$ cat src/rtl/phase_timer_pkg.sv
// phase_timer_pkg: shared state type, default marker and width helper.
// Optional feature macro: PHASE_TIMER_SATURATE_EN.
package phase_timer_pkg;

  typedef enum logic [1:0] {
    IDLE = 2'd0,
    RUN  = 2'd1,
    DONE = 2'd2
  } state_t;

  localparam logic [31:0] DEFAULT_MARKER = 32'h7fffffff;

  function automatic int clog2(input int v);
    int r;
    r = 0;
    for (int i = 0; i < 31; i++)
      if ((1 << i) < v) r = i + 1;
    return r;
  endfunction

endpackage

$ cat src/rtl/phase_counter.sv
// phase_counter: one per-phase cycle counter with clear and increment.
// PHASE_TIMER_SATURATE_EN: saturate at all-ones and set sticky ovf; else wrap.
module phase_counter #(
  parameter int CNT_W = 32
) (
  input  logic             clk,
  input  logic             resetn,
  input  logic             clr,
  input  logic             inc,
  output logic [CNT_W-1:0] cnt,
  output logic             ovf
);

`ifdef PHASE_TIMER_SATURATE_EN
  always_ff @(posedge clk or negedge resetn) begin
    if (!resetn) begin
      cnt <= '0;
      ovf <= 1'b0;
    end else if (clr) begin
      cnt <= '0;
      ovf <= 1'b0;
    end else if (inc) begin
      // an increment attempted at all-ones is the overflow event
      if (&cnt) ovf <= 1'b1;
      else      cnt <= cnt + 1'b1;
    end
  end
`else
  always_ff @(posedge clk or negedge resetn) begin
    if (!resetn)  cnt <= '0;
    else if (clr) cnt <= '0;
    else if (inc) cnt <= cnt + 1'b1;
  end

  assign ovf = 1'b0;
`endif

endmodule

$ cat src/rtl/phase_timer.sv
// phase_timer: N-phase chained cycle profiler with marker handoff and readout.
// Optional feature macro: PHASE_TIMER_SATURATE_EN (see phase_counter).
module phase_timer
  import phase_timer_pkg::*;
#(
  parameter int          N_PHASES   = 2,
  parameter int          CNT_W      = 32,
  parameter int          DATA_W     = 32,
  parameter logic [31:0] MARKER     = DEFAULT_MARKER,
  parameter int          AUTO_START = 1
) (
  input  logic                         clk,
  input  logic                         resetn,
  input  logic                         start,
  input  logic [N_PHASES*DATA_W-1:0]   phase_data,
  input  logic [clog2(N_PHASES):0]     rd_sel,
  output logic [N_PHASES*CNT_W-1:0]    counts,
  output logic [CNT_W-1:0]             rd_cnt,
  output logic [clog2(N_PHASES):0]     cur_phase,
  output logic                         busy,
  output logic                         done,
  output logic [N_PHASES-1:0]          ovf
);

  localparam int IW = clog2(N_PHASES) + 1;
  localparam logic [DATA_W-1:0] MK = DATA_W'(MARKER);
  localparam logic [IW-1:0] LAST = IW'(N_PHASES - 1);

  state_t              state;
  logic                mk;
  logic                run;
  logic [N_PHASES-1:0] inc;
  logic [CNT_W-1:0]    cnt_sel;

  assign run = (state == RUN) && !start;

  always_comb begin
    mk = 1'b0;
    for (int k = 0; k < N_PHASES; k++)
      if (cur_phase == IW'(k))
        mk = (phase_data[k*DATA_W +: DATA_W] == MK);
  end

  // marker edge: active counter holds, next one takes this edge
  always_comb begin
    inc = '0;
    for (int k = 0; k < N_PHASES; k++) begin
      if (cur_phase == IW'(k) && !mk)
        inc[k] = run;
      if (k > 0 && cur_phase == IW'(k - 1) && mk)
        inc[k] = run;
    end
  end

  for (genvar k = 0; k < N_PHASES; k++) begin : g_ph
    phase_counter #(
      .CNT_W(CNT_W)
    ) u_cnt (
      .clk    (clk),
      .resetn (resetn),
      .clr    (start),
      .inc    (inc[k]),
      .cnt    (counts[k*CNT_W +: CNT_W]),
      .ovf    (ovf[k])
    );
  end

  always_ff @(posedge clk or negedge resetn) begin
    if (!resetn) begin
      state     <= (AUTO_START != 0) ? RUN : IDLE;
      cur_phase <= '0;
    end else if (start) begin
      state     <= RUN;
      cur_phase <= '0;
    end else if (state == RUN && mk) begin
      cur_phase <= cur_phase + 1'b1;
      if (cur_phase == LAST) state <= DONE;
    end
  end

  always_comb begin
    cnt_sel = '0;
    for (int k = 0; k < N_PHASES; k++)
      if (rd_sel == IW'(k))
        cnt_sel = counts[k*CNT_W +: CNT_W];
  end

  always_ff @(posedge clk or negedge resetn) begin
    if (!resetn) rd_cnt <= '0;
    else         rd_cnt <= cnt_sel;
  end

  assign busy = (state == RUN);
  assign done = (state == DONE);

endmodule

$ cat config.mk
export PLATFORM = sky130hd
export DESIGN_NAME = phase_timer
export DESIGN_NICKNAME = d
export VERILOG_FILES = /design/src/rtl/phase_timer_pkg.sv /design/src/rtl/phase_counter.sv /design/src/rtl/phase_timer.sv
export SDC_FILE = /design/constraint.sdc
export NUM_CORES = 1
export LEC_CHECK = 0
export CAP_MARGIN = 20
export CELL_PAD_IN_SITES_DETAIL_PLACEMENT = 0
export CELL_PAD_IN_SITES_GLOBAL_PLACEMENT = 1
export CORE_ASPECT_RATIO = 0.6
export CORE_MARGIN = 2
export CORE_UTILIZATION = 37
export DETAILED_ROUTE_END_ITERATION = 8
export PLACE_DENSITY = 0.91
export SYNTH_ARGS = -nofsm -noshare
export SYNTH_HDL_FRONTEND = slang
export SYNTH_SLANG_ARGS = --single-unit
$ cat constraint.sdc
create_clock -name clk -period 4.54 [get_ports clk]
set_input_delay 0.908 -clock clk [delete_from_list [all_inputs] [get_ports clk]]
set_output_delay 0.908 -clock clk [all_outputs]
set_load 0.03 [all_outputs]
# After elaboration in Yosys (flattened, before gate mapping)
# Index checks and enable logic that the tools add are counted.
word_totals:
  regBits: 100
  latch_bits: 0
  mem_bits_rw: 0
  mem_bits_ro: 0
  in_bits: 69
  out_inout_bits: 102
  mem_count: 0
op_classes:
  add_sub_neg: 3
  n_mul: 0
  div_mod_pow: 0
  magnitude_cmp: 0
  eq_ne: 6
  shifts: 0
  mux: 16
  n_bitwise: 0
  n_reduce_logical: 14
op_table:
  columns: ["cell", "n"]
  rows:
  - ["two-way mux 32 bit", 6]
  - ["adder 32 x 1 -> 32 bit, second input constant", 2]
  - ["== test 32 x 31 -> 1 bit, second input constant", 2]
  - ["two-way mux 2 bit", 5]
  - ["nonzero test 2 bit", 4]
  - ["== test 2 x 1 -> 1 bit, second input constant", 3]
  - ["logical AND 1 bit", 5]
  - ["two-way mux 1 bit", 5]
  - ["logical NOT 2 bit", 2]
  - ["adder 2 x 1 -> 2 bit, second input constant", 1]
  - ["== test 2 bit, second input constant", 1]
  - ["logical NOT 1 bit", 2]
  - ["AND reduction 2 bit", 1]

# Depth between registers and ports, before layout
# Gate-level depths: netlist of the first run.
depth:
  depth_word: 9
  ltp_mapped: 10
  depth_no_buf: 8

# Modules after synthesis
# Synthesis of the first run repeated with hierarchy kept, for this count alone.
unflattened:
  hier_cells: 522
  hier_area_um2: 5136.2
modules_own_cells:
  columns: ["mod", "n_inst", "cells_each", "area_each_um2", "seq_area_each_um2"]
  rows:
  - ["phase_counter at g_ph[0].u_cnt", 1, 185, 1725.4, 800.8]
  - ["phase_timer", 1, 159, 1719.1, 902.1]
  - ["phase_counter at g_ph[1].u_cnt", 1, 178, 1691.6, 800.8]

# Least setup slack after synthesis of the first run
# No wires, ideal clock.
synth_timing:
  path_kind: "input to register"
  from: "in phase_data[31]"
  to: "reg g_ph[0].u_cnt.cnt[30]"
  arrival_ps: 2769
  path_slack_ps: 1675
  path_stages: 8
  path_buffers: 2
  cell_sequence: "nand4b_1 or4_4 or4_4 nand4_1 buf_6 buf_12 o211ai_1 o31ai_1"
synth_via:
  elab_chain_len: 7
synth_lines:
  columns: ["item", "line_no", "source"]
  rows:
  - ["start, declared", "phase_timer.sv:15", "input logic [N_PHASES*DATA_W-1:0] phase_data,"]
  - ["== test 32 x 31 -> 1 bit", "phase_timer.sv:41", "mk = (phase_data[k*DATA_W +: DATA_W] == MK);"]
  - ["two-way mux 1 bit (2 in a row)", "phase_timer.sv:40", "if (cur_phase == IW'(k))"]
  - ["logical NOT 1 bit", "phase_timer.sv:48", "if (cur_phase == IW'(k) && !mk)"]
  - ["logical AND 1 bit", "phase_timer.sv:48", null]
  - ["two-way mux 1 bit", "phase_timer.sv:48", null]
  - ["nonzero test 2 bit (no line)", null, null]
  - ["end signal, assigned", "phase_counter.sv:32", "else if (inc) cnt <= cnt + 1'b1;"]
  - ["end, declared", "phase_counter.sv:10", "output logic [CNT_W-1:0] cnt,"]
# Every way passes these cells.
# A chain may end at the register's enable or synchronous reset.

# Worst setup path after layout of the first run
layout_timing:
  from: "in phase_data[24]"
  to: "reg g_ph[1].u_cnt.cnt[24]"
layout_via:
  elab_chain_len: 8
  elab_cells_between_ends: 9
  cone_classes: "1 x eq/ne; 4 x mux; 4 x reduce/logical"
layout_lines:
  columns: ["item", "line_no", "source"]
  rows:
  - ["== test 32 x 31 -> 1 bit *", "phase_timer.sv:41", null]
  - ["two-way mux 1 bit * (2 in a row)", "phase_timer.sv:40", null]
  - ["logical NOT 1 bit", "phase_timer.sv:48", null]
  - ["logical AND 1 bit", "phase_timer.sv:48", null]
  - ["two-way mux 1 bit", "phase_timer.sv:48", null]
  - ["two-way mux 1 bit *", "phase_timer.sv:50", "if (k > 0 && cur_phase == IW'(k - 1) && mk)"]
  - ["nonzero test 2 bit (no line) *", null, null]
  - ["end signal, assigned", "phase_counter.sv:32", null]
  - ["end, declared", "phase_counter.sv:10", null]
# Mark *: on every way between the ends. The rest lies on a longest branch, timed or not.

==> results of run 1 <==
==> final cells by class <==
class	count	area (sq um)	share of cell area, %
Clock buffer	9	225	3.15
Multi-Input combinational cell	360	2320	32.4
Timing Repair Buffer	177	1740	24.3
Tap cell	175	219	3.06
Inverter	20	75.1	1.05
Clock inverter	7	75.1	1.05
Sequential cell	100	2500	35.0
==> through the flow <==
step | instance area, sq um | cells | utilization (%)
2_1_floorplan | 5060 | 509 | -
3_3_place_gp | 6860 | 832 | 50.8
3_5_place_dp | 6860 | 832 | 50.8
4_1_cts | 7160 | 848 | 53.0
5_1_grt | 7160 | 848 | 53.0
6_report | 7160 | 848 | 53.0
==> Yosys cell counts (all sizes together) <==
cell / n
a21o: 1
a21oi: 32
a31oi: 1
and2: 3
and3: 7
and4: 4
buf: 12
clkbuf: 17
clkinv: 1
conb: 1
dfrtp: 99
dfstp: 1
ha: 4
inv: 19
mux2: 1
mux2i: 41
nand2: 29
nand3: 18
nand4: 24
nand4b: 2
nor2: 60
nor2b: 1
nor3: 4
nor4: 9
o2111ai: 9
o211ai: 12
o21ai: 18
o311ai: 2
o31ai: 21
o41ai: 1
or2: 1
or3: 19
or4: 17
xnor2: 5
xor2: 12
==> layout by cell type, fill, tap and decap left out, types with 5 or more instances in the layout <==
master	n
inv_1	19
a21oi_1	31
o2111ai_1	8
xor2_1	12
nor2_1	60
and3_1	7
o21ai_0	15
xnor2_1	5
nand3_1	18
nand2_1	29
o211ai_1	12
clkdlybuf4s50_1	165
or4_1	11
buf_4	10
nand4_1	24
mux2i_1	41
nor4_1	9
or3_1	16
clkbuf_16	9
dfrtp_1	99
o31ai_1	21
==> sequential cells by signal (all words and copies together) (netlist names) <==
name and flops:
g_ph.u_cnt.cnt 64, rd_cnt 32, cur_phase 2, state 2
==> power breakdown <==
part           internal [uW]  total (uW)  switching, uW
Clock                    431         782            351
Sequential               893         897           3.62
Combinational           69.0         135           65.6
Total                   1390        1810            420
==> critical path, delay by kind of cell <==
kind / cells / cell delay, ns
AND/OR/NAND/NOR: 4 / 1.54
buffers and inverters: 2 / 0.69
AO/OA/AOI/OAI: 2 / 0.45
==> worst paths after layout <==
check	from	slack (ns)	end
max	phase_data[24]	1.20	g_ph[1].u_cnt.cnt[24]
min	state[0]	0.53	state[0]
max reg2reg	cur_phase[0]	1.34	g_ph[1].u_cnt.cnt[24]
min reg2reg	state[0]	0.53	state[0]
max in group asynchronous	resetn	2.88	rd_cnt[11]
min in group asynchronous	resetn	0.67	rd_cnt[1]
==> layer usage <==
layer,routed length [um],share of wire (%)
met1,7100,46
met3,1080,7.0
met5,0,0
met2,6960,45
met4,191,1.2
==> kinds of logic (layout without fill, tap and decap cells) <==
| group | count (synthesis) | after routing |
|---|---|---|
| XOR/XNOR | 17 | 17 |
| adder cells (fa/ha/maj) | 4 | 4 |
| other | 1 | 2 |
| AND/OR/NAND/NOR | 198 | 198 |
| AO/OA/AOI/OAI | 97 | 97 |
| multiplexers | 42 | 42 |
| buffers and inverters | 49 | 213 |
| flip-flops | 100 | 100 |
==> metrics.yaml, run 1 <==
outcome:
  outcome: "complete, no violations"
logic_synthesis:
  synthMuxAreaShare_pct: 8.34
  ys_warn_count: 0
  ys_ff_latch: 100
  synthAdderAreaFrac_pct: 0.990
  synthSimpleGateAreaFrac_pct: 21.0
  synth_top_family_by_area: "simple AND/OR/NAND/NOR gates"
  synth_cells: 508
  avgSynthCellArea_sq_um: 9.95
  synth_area_sq_mm: 0.00506
  synth.distinct_cells: 49
  synth_top_area_share_pct: 49.0
  synth_compound_gate_area_share_pct: 12.5
  ys_seq_area_share_pct: 49.5
  synthXorXnorAreaFrac_pct: 2.94
  yosysTopAreaCell: "dfrtp_1"
  synthTopCellsByArea: "dfrtp_1 49%, mux2i_1 8.1%, nor2_1 4.5%"
clock_network:
  clkSlewWorstSetupHoldPaths_ns: 0.07
  cts_resized: 0
  clkSinkCount: 100
  postCtsHoldBufs: 0
  cts_buffer_depth: 2
  clock_latency_ns: 0.35
  post_cts_buffers: 0
  tritoncts: "built"
  numCtsBuffers: 9
  clock-root-buffer: "clkbuf_16"
  htree_levels: 3
floorplan:
  rows: 33
  start_util_pct: 37.4
  die_h_um: 94.6
  io_pins: 171
  die_area_sq_mm: 0.0146
  core_sq_mm: 0.0135
  die_w_um: 155
route:
  vias: 4702
  drc: 0
  dr.pass1.iters: 5
  wl_per_cell_um: 18.1
  ant_nets: 0
  viasPerCell: 5.54
  wl_um: 15300
  drtIter0Drc: 330
run:
  cap_violations: 0
global_route:
  grt_busiest_layer: "met2"
  grt_max_degree: 70
  grt_pass1_wl_um: 24600
  grt_util_all_layers_pct: 21.4
  grt_pass1_vias: 4710
  grt_util_met1_pct: 29.9
  antenna_found_initial: 0
  use_met3_pct: 5.55
  overflow: 0
  use_met2_pct: 33.4
power:
  ir_drop_uv: 164
  powerDensity_mw_per_mm2: 253
  cellLeakagePower_uw: 0.00286
  total_power_uw: 1810
critical_path:
  cp.arrival_ns: 3.60
  crit_path_top_delay_cell: "or4_4"
  r2r_cells: 9
  cp.required_ns: 4.80
  path_class: "in2reg"
  cp-start-kind: "input port"
  max_stage_delay_ns: 0.57
  end_kind: "flip-flop"
  cp_max_fo: 14
  path_cells: "clkdlybuf4s50_1 > nand4_1 > or4_4 > nor3_4 > buf_4 > o2111ai_2 > or4_1 > a21oi_1"
sta:
  skew_ns: 0.00888
  layout_setup_ws_ns: 1.20
  fmax_mhz: 299
  setup_violations: 0
  worst_slew_pin_slew_ns: 1.06
  layout_min_cycle_time_ns: 3.34
  hold_ws_ns: 0.533
  rsz0062_at_grt: "false"
  fin_crit_sh_pct: 73.5
  fin_setup_tns_ns: 0
  drv_slew: 0
  relSlewSlack_pct: 29.2
  hold_viol: 0
placement:
  place_congestion: 0.863
  port_buffers: 168
  dp_hpwl_um: 11100
  place_ws_ns: 0.868
finish:
  drive_above_1_share_pct: 6.98
  fillerInstances: 1181
  nNetsFinal: 741
  diodes: 0
  area_delta_synth_final_pct: 41.5
min_path:
  holdPathStages: 1
  worstHoldPathType: "reg2reg"
Power figures use the tool's default switching activity.
==> inputs of run 2 (changes only) <==
CORE_UTILIZATION = 34   (was 37)
PLACE_DENSITY = 0.85   (was 0.91)
clock period = 3.1 ns   (was 4.54 ns; I/O delays follow)
==> run 2 against run 1 <==
Compared with the run above: wire length up 2.0%; clock power increased by 55%; critical path depth is 1 higher; largest cell class unchanged; largest power group unchanged.
==> metrics.yaml, run 2 (same netlist as run 1, synthesis figures left out) <==
outcome:
  outcome: "complete, no violations"
finish:
  regMostFlops: "g_ph.u_cnt.cnt"
  instances_no_fill: 882  # +4.0%
  reg_top3: "g_ph.u_cnt.cnt x64, rd_cnt x32"
  area_delta_synth_final_pct: 45.3
  multi_input_area_sq_mm: 0.00233  # +0.48%
  fillerInstances: 1320  # +12%
  seq_area_sq_mm: 0.00250  # unchanged
  drive_above_1_share_pct: 8.19  # +1.2 points
  fin_area_sq_mm: 0.00735  # +2.7%
  final_cell_mix: "165 x clkdlybuf4s50_1, 99 x dfrtp_1, 60 x nor2_1"
  final_common_cell: "clkdlybuf4s50_1"
  largest_register_ff_count: 64  # unchanged
  nNetsFinal: 752  # +1.5%
  diodes: 0  # unchanged
critical_path:
  crit_path_top_delay_cell: "or4_4"
  r2r_cells: 9  # unchanged
  cp-start-kind: "flip-flop"
  cp_top_family: "simple AND/OR/NAND/NOR gates"
  path_depth: 9  # +1
  path_class: "reg2reg"
  end_kind: "flip-flop"
  cp.required_ns: 3.36  # -1.44 ns
  cp_max_fo: 16  # +2
  max_stage_delay_ns: 0.57  # about the same
  path_buf_inv: 2  # unchanged
  cp.arrival_ns: 3.09  # -0.51 ns
  path_cells: "inv_1 > ha_1 > nand4_1 > or4_4 > nor3_4 > buf_12 > o21ai_1 > or4_1 > a21oi_1"
clock_network:
  clock-root-buffer: "clkbuf_16"
  cts_buffer_depth: 2  # unchanged
  clkSinkCount: 100  # unchanged
  tritoncts: "built"
  clock_latency_ns: 0.35  # about the same
  numCtsBuffers: 9  # unchanged
  htree_levels: 3  # unchanged
  postCtsHoldBufs: 0  # unchanged
  clkSlewWorstSetupHoldPaths_ns: 0.07  # about the same
placement:
  place_congestion: 0.805  # -6.8%
  dp_hpwl_um: 11400  # +2.7%
  port_buffers: 168  # unchanged
  postPlaceCellArea_sq_mm: 0.00702  # +2.4%
  dp.cells: 866  # +4.1%
  place_ws_ns: -0.0669  # -0.935 ns
global_route:
  antenna_found_initial: 0  # unchanged
  overflow: 0  # unchanged
  grt_max_degree: 77  # +10%
  grt_pass1_vias: 4576  # -2.8%
  grt_util_all_layers_pct: 19.8  # -1.5 points
  grt_pass1_wl_um: 24700  # +0.45%
sta:
  fmax_mhz: 355
  layout_setup_ws_ns: 0.279  # -0.922 ns
  rsz0062_at_grt: "false"
  hold_viol: 0  # unchanged
  worst_slew_pin_slew_ns: 0.794  # -0.268 ns
  fin_setup_tns_ns: 0  # unchanged
  relSlewSlack_pct: 46.9  # +18 points
  skew_ns: 0.00654  # -0.00235 ns
  layout_min_cycle_time_ns: 2.82
  drv_slew: 0  # unchanged
  setup_violations: 0  # unchanged
  fin_crit_sh_pct: 91.0
floorplan:
  rows: 34  # +3.0%
  die_area_sq_mm: 0.0159  # +8.5%
  io_pins: 171  # unchanged
  start_util_pct: 34.9  # -2.6 points
  die_w_um: 161  # +4.2%
  core_sq_mm: 0.0145  # +7.4%
  die_h_um: 98.5  # +4.1%
power:
  cellLeakagePower_uw: 0.00294  # +3.0%
  ir_drop_uv: 222  # +35%
  total_power_uw: 2730  # +50%
  powerDensity_mw_per_mm2: 371  # +47%
route:
  drtIter0Drc: 296  # -10%
  ant_nets: 0  # unchanged
  vias: 4692  # -0.21%
  wl_per_cell_um: 17.7  # -1.9%
  dr.pass1.iters: 5  # unchanged
  wl_um: 15600  # +2.0%
  viasPerCell: 5.32  # -4.1%
  drc: 0  # unchanged
min_path:
  worstHoldPathType: "in2async"
run:
  cap_violations: 0  # unchanged
[run 2: worst register-to-register path: stages (launching register included)]
cell     delay [ns]
dfrtp_1        0.42
inv_1          0.07
ha_1           0.28
nand4_1        0.14
or4_4          0.57
nor3_4         0.23
buf_12         0.17
o21ai_1        0.19
or4_1          0.52
a21oi_1        0.15
[run 2: metal layers]
metal	share of wire [%]	wire length, um	vias to the layer above	GRT usage [%]
met4	0.75	118	0	4.60
met3	7.8	1220	9	5.30
met1	47	7330	2280	28.6
met5	0	0	-	0
met2	45	6970	191	29.9
li1	-	-	2212	-
[run 2: worst paths after layout]
path / slack, ns / to / startpoint
setup / recovery: 0.28 / g_ph[1].u_cnt.cnt[8] / cur_phase[0]
hold / removal: 0.17 / rd_cnt[28] / resetn
setup reg to reg: 0.28 / g_ph[1].u_cnt.cnt[8] / cur_phase[0]
hold reg to reg: 0.52 / state[0] / state[0]
max in group asynchronous: 2.17 / state[0] / resetn
min in group clk: 0.52 / state[0] / state[0]
[run 2: where the power goes]
| part | leakage (uW) | internal [uW] | total, uW | switching (uW) |
|---|---|---|---|---|
| Combinational | 0.00140 | 102 | 198 | 95.6 |
| Clock | 0.000153 | 729 | 1210 | 485 |
| Sequential | 0.00139 | 1310 | 1320 | 7.16 |
| Total | 0.00294 | 2140 | 2730 | 588 |
[run 2: layout make-up]
class	instances	share of cell area, %
Inverter	20	1.02
Sequential cell	100	34.1
Clock inverter	4	0.988
Multi-Input combinational cell	360	31.8
Tap cell	198	3.37
Timing Repair Buffer	188	25.4
Clock buffer	12	3.35
[run 2: per-stage QoR]
stage	hold WS [ns]	util, %
after floorplan	0.324	-
after global placement	0.507	48.4
after detailed placement	0.515	48.4
after CTS	0.172	50.6
after global routing	0.192	50.7
final	0.170	50.7
[run 2: what timing repair did]
item                                    CTS  global route
endpoints found under the hold margin     0             0
gates resized for setup                   0             1
buffers inserted                          0             0
endpoints found under the setup margin    0             1
